`config.mk`:
```
export PLATFORM = sky130hd
export DESIGN_NAME = serial_pattern_gen_flat
export DESIGN_NICKNAME = d
export VERILOG_FILES = /design/src/rtl/serial_pattern_gen_if.sv /design/src/rtl/serial_pattern_gen.sv /design/src/flat_wrapper.sv
export SDC_FILE = /design/constraint.sdc
export NUM_CORES = 1
export LEC_CHECK = 0
export ABC_AREA = 1
export CELL_PAD_IN_SITES_DETAIL_PLACEMENT = 1
export CELL_PAD_IN_SITES_GLOBAL_PLACEMENT = 2
export CORE_ASPECT_RATIO = 0.75
export CORE_MARGIN = 2
export CORE_UTILIZATION = 33
export CTS_CLUSTER_SIZE = 16
export DETAILED_ROUTE_END_ITERATION = 8
export PLACE_DENSITY = 0.78
export SYNTH_ARGS = -nofsm -noshare
export SYNTH_HDL_FRONTEND = slang
export SYNTH_SLANG_ARGS = --single-unit
```
`constraint.sdc`:
```
create_clock -name clk -period 2.2 [get_ports clk]
set_input_delay 0.22 -clock clk [delete_from_list [all_inputs] [get_ports clk]]
set_output_delay 0.22 -clock clk [all_outputs]
set_load 0.02 [all_outputs]
```
`src/rtl/serial_pattern_gen_if.sv`:
```
// serial_pattern_gen_if: config, run control and serial output bundle for serial_pattern_gen
interface serial_pattern_gen_if #(
  parameter int MAX_LEN = 16,
  parameter int LEN_W   = $clog2(MAX_LEN + 1)
);
  logic               cfg_we;
  logic [MAX_LEN-1:0] cfg_pattern;
  logic [LEN_W-1:0]   cfg_len;
  logic               cfg_repeat;
  logic               start;
  logic               stop;
  logic               out;
  logic               out_valid;
  logic               first;
  logic               last;
  logic               busy;
  logic               done;
  logic               cfg_err;
  modport master (
    output cfg_we, cfg_pattern, cfg_len, cfg_repeat, start, stop,
    input  out, out_valid, first, last, busy, done, cfg_err
  );
  modport slave (
    input  cfg_we, cfg_pattern, cfg_len, cfg_repeat, start, stop,
    output out, out_valid, first, last, busy, done, cfg_err
  );
endinterface

```
`src/rtl/serial_pattern_gen.sv`:
```
// serial_pattern_gen: programmable 1..MAX_LEN bit serial pattern, MSB of active length first
module serial_pattern_gen #(
  parameter int                 MAX_LEN     = 16,
  parameter int                 LEN_W       = $clog2(MAX_LEN + 1),
  parameter logic [MAX_LEN-1:0] RST_PATTERN = 'h00D5,
  parameter int                 RST_LEN     = 8,
  parameter logic               RST_REPEAT  = 1'b0
) (
  input logic                  clk,
  input logic                  reset_n,
  serial_pattern_gen_if.slave  bus
);
  typedef enum logic [1:0] {IDLE, RUN, DONE} state_t;
  state_t             r_state, w_state_n;
  logic [MAX_LEN-1:0] r_pattern, r_run_pattern, w_src;
  logic [LEN_W-1:0]   r_len, r_run_len, r_idx, w_idx_n;
  logic               r_repeat, r_run_repeat;
  logic               r_out, r_valid, r_first, r_last, r_busy, r_done, r_cfg_err;
  logic               w_out_n, w_valid_n, w_first_n, w_last_n, w_done_n;
  logic               w_load, w_cfg_ok;
  assign w_cfg_ok = bus.cfg_we && r_state == IDLE && bus.cfg_len != '0 && bus.cfg_len <= LEN_W'(MAX_LEN);
  // a run starts from the stored config; later passes use the copy latched at start
  assign w_src = (r_state == IDLE) ? r_pattern : r_run_pattern;
  always_comb begin
    w_state_n = r_state;
    w_idx_n   = r_idx;
    w_valid_n = 1'b0;
    w_first_n = 1'b0;
    w_done_n  = 1'b0;
    w_load    = 1'b0;
    case (r_state)
      IDLE: if (bus.start && !bus.stop) begin
        w_state_n = RUN;
        w_idx_n   = r_len - 1'b1;
        w_valid_n = 1'b1;
        w_first_n = 1'b1;
        w_load    = 1'b1;
      end
      RUN: if (bus.stop) w_state_n = IDLE;
      else if (r_idx != '0) begin
        w_idx_n   = r_idx - 1'b1;
        w_valid_n = 1'b1;
      end else if (r_run_repeat) begin
        w_idx_n   = r_run_len - 1'b1;
        w_valid_n = 1'b1;
        w_first_n = 1'b1;
      end else begin
        w_state_n = DONE;
        w_done_n  = 1'b1;
      end
      default: w_state_n = IDLE;
    endcase
    w_last_n = w_valid_n && w_idx_n == '0;
    w_out_n  = w_valid_n && |(w_src & ({{(MAX_LEN-1){1'b0}}, 1'b1} << w_idx_n));
  end
  always_ff @(posedge clk or negedge reset_n) begin
    if (!reset_n) begin
      r_state       <= IDLE;
      r_idx         <= '0;
      r_pattern     <= RST_PATTERN;
      r_len         <= LEN_W'(RST_LEN);
      r_repeat      <= RST_REPEAT;
      r_run_pattern <= RST_PATTERN;
      r_run_len     <= LEN_W'(RST_LEN);
      r_run_repeat  <= RST_REPEAT;
      r_out         <= 1'b0;
      r_valid       <= 1'b0;
      r_first       <= 1'b0;
      r_last        <= 1'b0;
      r_busy        <= 1'b0;
      r_done        <= 1'b0;
      r_cfg_err     <= 1'b0;
    end else begin
      r_state   <= w_state_n;
      r_idx     <= w_idx_n;
      r_out     <= w_out_n;
      r_valid   <= w_valid_n;
      r_first   <= w_first_n;
      r_last    <= w_last_n;
      r_busy    <= w_valid_n;
      r_done    <= w_done_n;
      r_cfg_err <= bus.cfg_we && !w_cfg_ok;
      if (w_load) begin
        r_run_pattern <= r_pattern;
        r_run_len     <= r_len;
        r_run_repeat  <= r_repeat;
      end
      if (w_cfg_ok) begin
        r_pattern <= bus.cfg_pattern;
        r_len     <= bus.cfg_len;
        r_repeat  <= bus.cfg_repeat;
      end
    end
  end
  assign bus.out       = r_out;
  assign bus.out_valid = r_valid;
  assign bus.first     = r_first;
  assign bus.last      = r_last;
  assign bus.busy      = r_busy;
  assign bus.done      = r_done;
  assign bus.cfg_err   = r_cfg_err;
endmodule

```
`src/flat_wrapper.sv`:
```
// flat-port wrapper written by rule: the top's interface ports become plain ports
module serial_pattern_gen_flat 
#(
  parameter int                 MAX_LEN     = 16,
  parameter int                 LEN_W       = $clog2(MAX_LEN + 1),
  parameter logic [MAX_LEN-1:0] RST_PATTERN = 'h00D5,
  parameter int                 RST_LEN     = 8,
  parameter logic               RST_REPEAT  = 1'b0
)
  (clk, reset_n, bus_cfg_we, bus_cfg_pattern, bus_cfg_len, bus_cfg_repeat, bus_start, bus_stop, bus_out, bus_out_valid, bus_first, bus_last, bus_busy, bus_done, bus_cfg_err);
  serial_pattern_gen_if #(.MAX_LEN(MAX_LEN), .LEN_W(LEN_W)) bus_i ();
  input logic clk;
  input logic reset_n;
  input wire logic [$bits(bus_i.cfg_we)-1:0] bus_cfg_we;
  input wire logic [$bits(bus_i.cfg_pattern)-1:0] bus_cfg_pattern;
  input wire logic [$bits(bus_i.cfg_len)-1:0] bus_cfg_len;
  input wire logic [$bits(bus_i.cfg_repeat)-1:0] bus_cfg_repeat;
  input wire logic [$bits(bus_i.start)-1:0] bus_start;
  input wire logic [$bits(bus_i.stop)-1:0] bus_stop;
  output wire logic [$bits(bus_i.out)-1:0] bus_out;
  output wire logic [$bits(bus_i.out_valid)-1:0] bus_out_valid;
  output wire logic [$bits(bus_i.first)-1:0] bus_first;
  output wire logic [$bits(bus_i.last)-1:0] bus_last;
  output wire logic [$bits(bus_i.busy)-1:0] bus_busy;
  output wire logic [$bits(bus_i.done)-1:0] bus_done;
  output wire logic [$bits(bus_i.cfg_err)-1:0] bus_cfg_err;
  assign bus_i.cfg_we = bus_cfg_we;
  assign bus_i.cfg_pattern = bus_cfg_pattern;
  assign bus_i.cfg_len = bus_cfg_len;
  assign bus_i.cfg_repeat = bus_cfg_repeat;
  assign bus_i.start = bus_start;
  assign bus_i.stop = bus_stop;
  assign bus_out = bus_i.out;
  assign bus_out_valid = bus_i.out_valid;
  assign bus_first = bus_i.first;
  assign bus_last = bus_i.last;
  assign bus_busy = bus_i.busy;
  assign bus_done = bus_i.done;
  assign bus_cfg_err = bus_i.cfg_err;
  serial_pattern_gen #(.MAX_LEN(MAX_LEN), .LEN_W(LEN_W), .RST_PATTERN(RST_PATTERN), .RST_LEN(RST_LEN), .RST_REPEAT(RST_REPEAT)) u_core (.clk(clk), .reset_n(reset_n), .bus(bus_i));
endmodule
```
# [After elaboration in Yosys (flattened, before gate mapping)]
# Cells that the tools add are included.
[totals] reg_bits=57 latch_bits=0 ramBits=0 rom_bits=0 inputBits=27 out_inout_bits=7 wordCells=63 n_memories=0
[op_classes] add_sub_neg=3 multipliers=0 div_mod_pow=0 order_cmp=1 n_eq_ne=4 shifts=1 n_mux=24 n_bitwise=1 n_reduce_logical=15
[op_table] op="2-to-1 mux 5 bit" count=4
[op_table] op="bitwise AND 16 bit" count=1
[op_table] op="2-to-1 mux 16 bit" count=1
[op_table] op="OR reduction 16 bit" count=1
[op_table] op="left shift 1 x 5 -> 16 bit (first input constant)" count=1
[op_table] op="subtractor 5 x 1 -> 5 bit (second input constant)" count=3
[op_table] op="2-to-1 mux 1 bit" count=11
[op_table] op="case mux 5 bit (2 select lines)" count=1
[op_table] op="nonzero test 5 bit" count=2
[op_table] op="2-to-1 mux 2 bit" count=4
[op_table] op="logical AND 1 bit" count=7
[op_table] op="!= test 3 bit (second input constant)" count=2
[op_table] op="less-or-equal comparator 5 bit (second input constant)" count=1
[op_table] op="logical NOT 5 bit" count=1
[op_table] op="case mux 1 bit (2 select lines)" count=2
[op_table] op="case mux 2 bit (2 select lines)" count=1
[op_table] op="AND reduction 3 bit" count=1
[op_table] op="== test 2 x 1 -> 1 bit (second input constant)" count=1
[op_table] op="logical NOT 1 bit" count=2
[op_table] op="logical NOT 2 bit" count=1
[op_table] op="!= test 2 bit (second input constant)" count=1

# [Longest topological paths before layout]
[depth] word_depth=9 ltp_mapped=18 depth_no_buf=18

# [Worst setup path before layout]
# No wires, ideal clock.
[synth_timing] kind="reg2reg" start="reg u_core.r_idx[0]" end="reg u_core.r_out (netlist: u_core.bus.out)" setup_time_ns=0.118 t_arrival_ns=1.759 path_slack_ns=0.323 path_stages_with_launch=16 path_buffers=0 synth_period_minus_slack_ns=1.877 path_cell_list="dfrtp_1 -> inv_1 -> ha_1 -> nand3_2 -> inv_2 -> nand2_2 -> nand2_2 -> nand2_2 -> a21oi_4 -> nor2_2 -> nand3_1 -> nand2_1 -> nor2_1 -> nand3_2 -> nand2_2 -> nor2_2"
[synth_via] elab_chain_cells=8
[synth_lines] item="from (decl)" line="serial_pattern_gen.sv:16" rtl="logic [LEN_W-1:0] r_len, r_run_len, r_idx, w_idx_n;"
[synth_lines] item="from (signal assigned)" line="serial_pattern_gen.sv:75" rtl="r_idx <= w_idx_n;"
[synth_lines] item="subtractor 5 x 1 -> 5 bit (tied with other cells)" line="serial_pattern_gen.sv:41" rtl="w_idx_n = r_idx - 1'b1;"
[synth_lines] item="2-to-1 mux 5 bit" line="serial_pattern_gen.sv:40" rtl="else if (r_idx != '0) begin"
[synth_lines] item="2-to-1 mux 5 bit" line="serial_pattern_gen.sv:39" rtl="RUN: if (bus.stop) w_state_n = IDLE;"
[synth_lines] item="case mux 5 bit (2 select lines)" line="serial_pattern_gen.sv:31" rtl="case (r_state)"
[synth_lines] item="left shift 1 x 5 -> 16 bit" line="serial_pattern_gen.sv:54" rtl="w_out_n = w_valid_n && |(w_src & ({{(MAX_LEN-1){1'b0}}, 1'b1} << w_idx_n));"
[synth_lines] item="bitwise AND 16 bit" line="serial_pattern_gen.sv:54"
[synth_lines] item="OR reduction 16 bit" line="serial_pattern_gen.sv:54"
[synth_lines] item="logical AND 1 bit *" line="serial_pattern_gen.sv:54"
[synth_lines] item="via u_core.w_out_n" line="serial_pattern_gen.sv:19" rtl="logic w_out_n, w_valid_n, w_first_n, w_last_n, w_done_n;"
[synth_lines] item="to (signal assigned)" line="serial_pattern_gen.sv:76" rtl="r_out <= w_out_n;"
[synth_lines] item="to (decl)" line="serial_pattern_gen.sv:18" rtl="logic r_out, r_valid, r_first, r_last, r_busy, r_done, r_cfg_err;"
# The timed path passes the listed nets; every way through them passes the cells marked *.
# A chain may end at the register's enable or synchronous reset.

# [Worst setup path in the final report]
[layout_timing] start="reg u_core.r_run_len[1]" end="reg u_core.r_out (netlist: u_core.bus.out)"
[layout_via] elab_chain_cells=9
[layout_lines] item="from (decl)" line="serial_pattern_gen.sv:16"
[layout_lines] item="from (signal assigned)" line="serial_pattern_gen.sv:64" rtl="r_run_len <= LEN_W'(RST_LEN);"
[layout_lines] item="from (signal assigned)" line="serial_pattern_gen.sv:85" rtl="r_run_len <= r_len;"
[layout_lines] item="subtractor 5 x 1 -> 5 bit" line="serial_pattern_gen.sv:44" rtl="w_idx_n = r_run_len - 1'b1;"
[layout_lines] item="2-to-1 mux 5 bit" line="serial_pattern_gen.sv:43" rtl="end else if (r_run_repeat) begin"
[layout_lines] item="2-to-1 mux 5 bit" line="serial_pattern_gen.sv:40"
[layout_lines] item="2-to-1 mux 5 bit" line="serial_pattern_gen.sv:39"
[layout_lines] item="case mux 5 bit (2 select lines)" line="serial_pattern_gen.sv:31"
[layout_lines] item="via u_core.w_idx_n[1]" line="serial_pattern_gen.sv:16"
[layout_lines] item="left shift 1 x 5 -> 16 bit" line="serial_pattern_gen.sv:54"
[layout_lines] item="bitwise AND 16 bit" line="serial_pattern_gen.sv:54"
[layout_lines] item="OR reduction 16 bit" line="serial_pattern_gen.sv:54"
[layout_lines] item="logical AND 1 bit" line="serial_pattern_gen.sv:54"
[layout_lines] item="via u_core.w_out_n" line="serial_pattern_gen.sv:19"
# The timed path passes the listed nets, and every way through them passes these cells.

==> impl_results.md <==
* Final Skew at 5.74 ps
* Core Region at between 0.008 and 0.009 mm²
* WP data arrival at 2290 ps
* Root Driver: clkbuf_16
* H-tree depth at 3
* Synthesized area at around 0.0030 mm²
* Slew HR at 0.719
* Die width at approximately 110 µm
* Crit Path Max Fanout at 6
* Initial Util at 0.345
* R2R Path Start: u_core.r_run_len[1]
* Area of the multi-input gates at approximately 0.0014 mm²
* Die Span Y at 86.2 µm
* Netlist cell types at 34
* All-Layer GR Usage at 0.174
* Final period util at 0.924
* Clk_lat worst skew at 330 ps
* Initial antenna violation count at 0
* Seq cells post-synth at between 50 and 60
* Crit path top cell by count: nand2_1
* Vias at approximately 2600
* IO Pins at 34
* Syn Nets at between 300 and 400
* RD Place Congestion at ~0.82
* Pwr/cell area at 1250 mW/mm²
* GR Overflow Total at 0
* RSZ-0062 raised after global routing: no
* Setup TNS at 0 ps
* Largest net degree at the start of global routing at 48
* Worst slew pin tran at between 400 and 500 ps
* Crit path from: u_core.r_run_len[1]
* Worst path slowest cell: dfrtp_1
* Share of cells above drive strength 1 at 0.217
* Status: completed
* Required time of the worst setup path at 2460 ps
* TritonCTS clock tree: done
* Final setup vio count at 0
* Total routed wirelength at 7790 µm
* Global-route wire length before repair at approximately 13000 µm
* Die area at ~0.0098 mm²
* Peak VDD IR at ~0.48 mV
* FP Rows at 29
* Slowest stage delay, CP at approximately 340 ps
* Worst setup path class: flop to flop
* HPWL after detailed placement at 5580 µm
* Synth warn at 0
* Layout Utilization at 0.453
* Cts bufs inserted at 9
* Final Critical Period at around 2000 ps
* LEAKAGE at around 0.0018 µW
* DRC viols at 0
* Fmax at 492 MHz
* Post-route ant nets at 0
* Max_cap viols at 0
* Bufs and invs on worst path at 2
* WHS at slightly above 300 ps
* Initial drt markers at 94
* Worst-path clk slew at around 60 ps
* Nature of the critical path endpoint: flop
* Ant. Diodes at 0
* Sequential Area at ~0.0014 mm²
* WL/cell at 14.8 µm
* Sinks on Clock Net at between 50 and 60
* Vias in the first global route at 2584
* Layout area overhead at 31.1%
* HP Class: input pin to async pin
* Clk buf depth at 2
* Dominant delay contributor by cell family on the critical path: simple AND/OR/NAND/NOR gates
* Syn Inst Count at about 370
* Crit path cell chain: inv_1 -> ha_2 -> inv_1 -> o21ai_0 -> nand2_1 -> nand2_1 -> nand2_4 -> nor2_4 -> nand3_1 -> nand2_1 -> nor2_1 -> nand2_1 -> nor2_2 -> nor2_2
* Final net count at approximately 450
* Filler cells at approximately 1000
* Mean Syn Cell Area at slightly above 8 µm²
* Seq/Total Area, Yosys at 0.485
* Critical path launch point type: flop
* PortBufs at 33
* Vias per std cell at between 4 and 5
* Pins over their slew limit at 0
* 1st-pass router iterations at 4
* Final hold violations at 0
path summary, 6_finish.rpt:
kind / end / slack (ps) / depth (start not counted)
min in group clk: u_core.r_pattern[2] / 440 / 3
worst max-delay path: u_core.bus.out / 170 / 14
worst min register to register: u_core.r_run_pattern[11] / 480 / 2
max in group asynchronous: u_core.r_pattern[4] / 1290 / 3
worst min-delay path: u_core.bus.cfg_err / 300 / 2
worst max register to register: u_core.bus.out / 170 / 14
per-layer routing:
layer  wire, µm  track usage
met1       3990        0.244
met2       3330        0.257
met3        382       0.0580
met4         84       0.0488
met5          0            0
layout by cell type, fill, tap and decap left out, types with 2 or more instances in the layout:
cell type        synthesis  layout
nand2_1                 78      76
inv_2                    5       7
nor2_4                   5       5
a21oi_1                 25      25
bufinv_16                0       2
nor2_2                   5       6
xor2_1                   2       2
dfstp_2                 12      12
nand3_1                 17      16
nand4_1                  6       6
nand3_2                  3       3
dfrtp_2                  0       2
nor2_1                  37      36
inv_1                   39      37
nand3_4                  1       2
nand2_2                  8       9
a21oi_4                  2       2
o21ai_0                 42      42
o21ai_2                  2       2
nor3_1                   4       4
nand2_4                  2       3
inv_6                    0       2
clkbuf_16                0       9
buf_4                    2      15
clkinv_4                 0       2
clkdlybuf4s50_1          0      32
dfrtp_1                 45      43
what timing repair did:
| item | 4_1_cts | 5_1_grt |
|---|---|---|
| setup buffers | 1 | 2 |
| pin swaps | 1 | 1 |
| endpoints found under the setup margin | 2 | 2 |
| hold buffers | 1 | 0 |
| hold endpoints to repair | 8 | 0 |
| resized for setup | 1 | 13 |
worst register-to-register path, delay by kind of cell, from the launching register on:
family	cells	cell delay [ps]
AO/OA/AOI/OAI	1	200
buffers and inverters	2	100
adder cells (fa/ha/maj)	1	320
AND/OR/NAND/NOR	10	990
flip-flops	1	340
per-stage QoR:
stage	cell area, µm²	setup slack [ps]	total power (µW)	instances
6_report	3890	167	4880	528
5_1_grt	3890	2.51	5240	528
4_1_cts	3840	15.3	4840	526
3_5_place_dp	3480	-50.1	3260	508
3_3_place_gp	3480	-7.32	3210	508
2_1_floorplan	2970	323	2720	367
flip-flops by register name (all words and copies together), names as in the netlist:
| name | flops |
|---|---|
| u_core.r_idx | 5 |
| u_core.r_run_len | 5 |
| u_core.bus.out | 1 |
| u_core.bus.out_valid | 1 |
| u_core.r_state | 2 |
| u_core.bus.done | 1 |
| u_core.r_run_pattern | 16 |
| u_core.bus.last | 1 |
| u_core.r_run_repeat | 1 |
| u_core.r_len | 5 |
| u_core.bus.cfg_err | 1 |
| u_core.r_pattern | 16 |
| u_core.r_repeat | 1 |
| u_core.bus.first | 1 |
synth_stat cells:
cell type / number / area share
buf_1: 1 / 0.0013
nand2_1: 78 / 0.099
nand3_2: 3 / 0.010
o21ai_2: 2 / 0.0059
clkbuf_1: 10 / 0.013
inv_1: 39 / 0.049
nor4_1: 2 / 0.0042
dfstp_2: 12 / 0.11
or3_1: 1 / 0.0021
nor2_2: 5 / 0.011
inv_2: 5 / 0.0063
nand3_4: 1 / 0.0059
o2111ai_1: 1 / 0.0029
xor2_1: 2 / 0.0059
nand2_4: 2 / 0.0076
xnor2_1: 1 / 0.0029
nand3_1: 17 / 0.029
a211oi_1: 1 / 0.0025
ha_1: 3 / 0.013
o21ai_0: 42 / 0.071
nand2_2: 8 / 0.017
nor2_4: 5 / 0.019
a21oi_2: 1 / 0.0029
a21oi_1: 25 / 0.042
clkinv_1: 1 / 0.0013
o211ai_1: 1 / 0.0025
buf_4: 2 / 0.0051
nor2_1: 37 / 0.047
mux2_2: 1 / 0.0038
a32o_1: 1 / 0.0034
a21oi_4: 2 / 0.011
nand4_1: 6 / 0.013
nor3_1: 4 / 0.0067
dfrtp_1: 45 / 0.38
cells by family after synthesis:
logic type | count (synthesis) | synth area share
adders and majority gates | 3 | 0.0126
and+or+nand+nor | 169 | 0.270
muxes | 1 | 0.00379
AOI/OAI and AO/OA | 76 | 0.144
DFF | 57 | 0.485
buffers and inverters | 58 | 0.0758
xor gates and xnor gates | 3 | 0.00885
area by class of cell:
type	instances	area share
inverter	45	0.0434
clock buffer	9	0.0578
tap	108	0.0347
sequential	57	0.371
clock inverter	7	0.0263
timing repair buffer	50	0.120
multi-input combinational	252	0.347
power by group:
| part | leakage (µW) | total, µW | switching (µW) | internal [µW] |
|---|---|---|---|---|
| logic | 0.000992 | 1750 | 1090 | 660 |
| clock network | 0.000157 | 1520 | 520 | 1000 |
| registers | 0.000658 | 1610 | 205 | 1400 |
No activity file was read; power rests on OpenSTA's default activity.
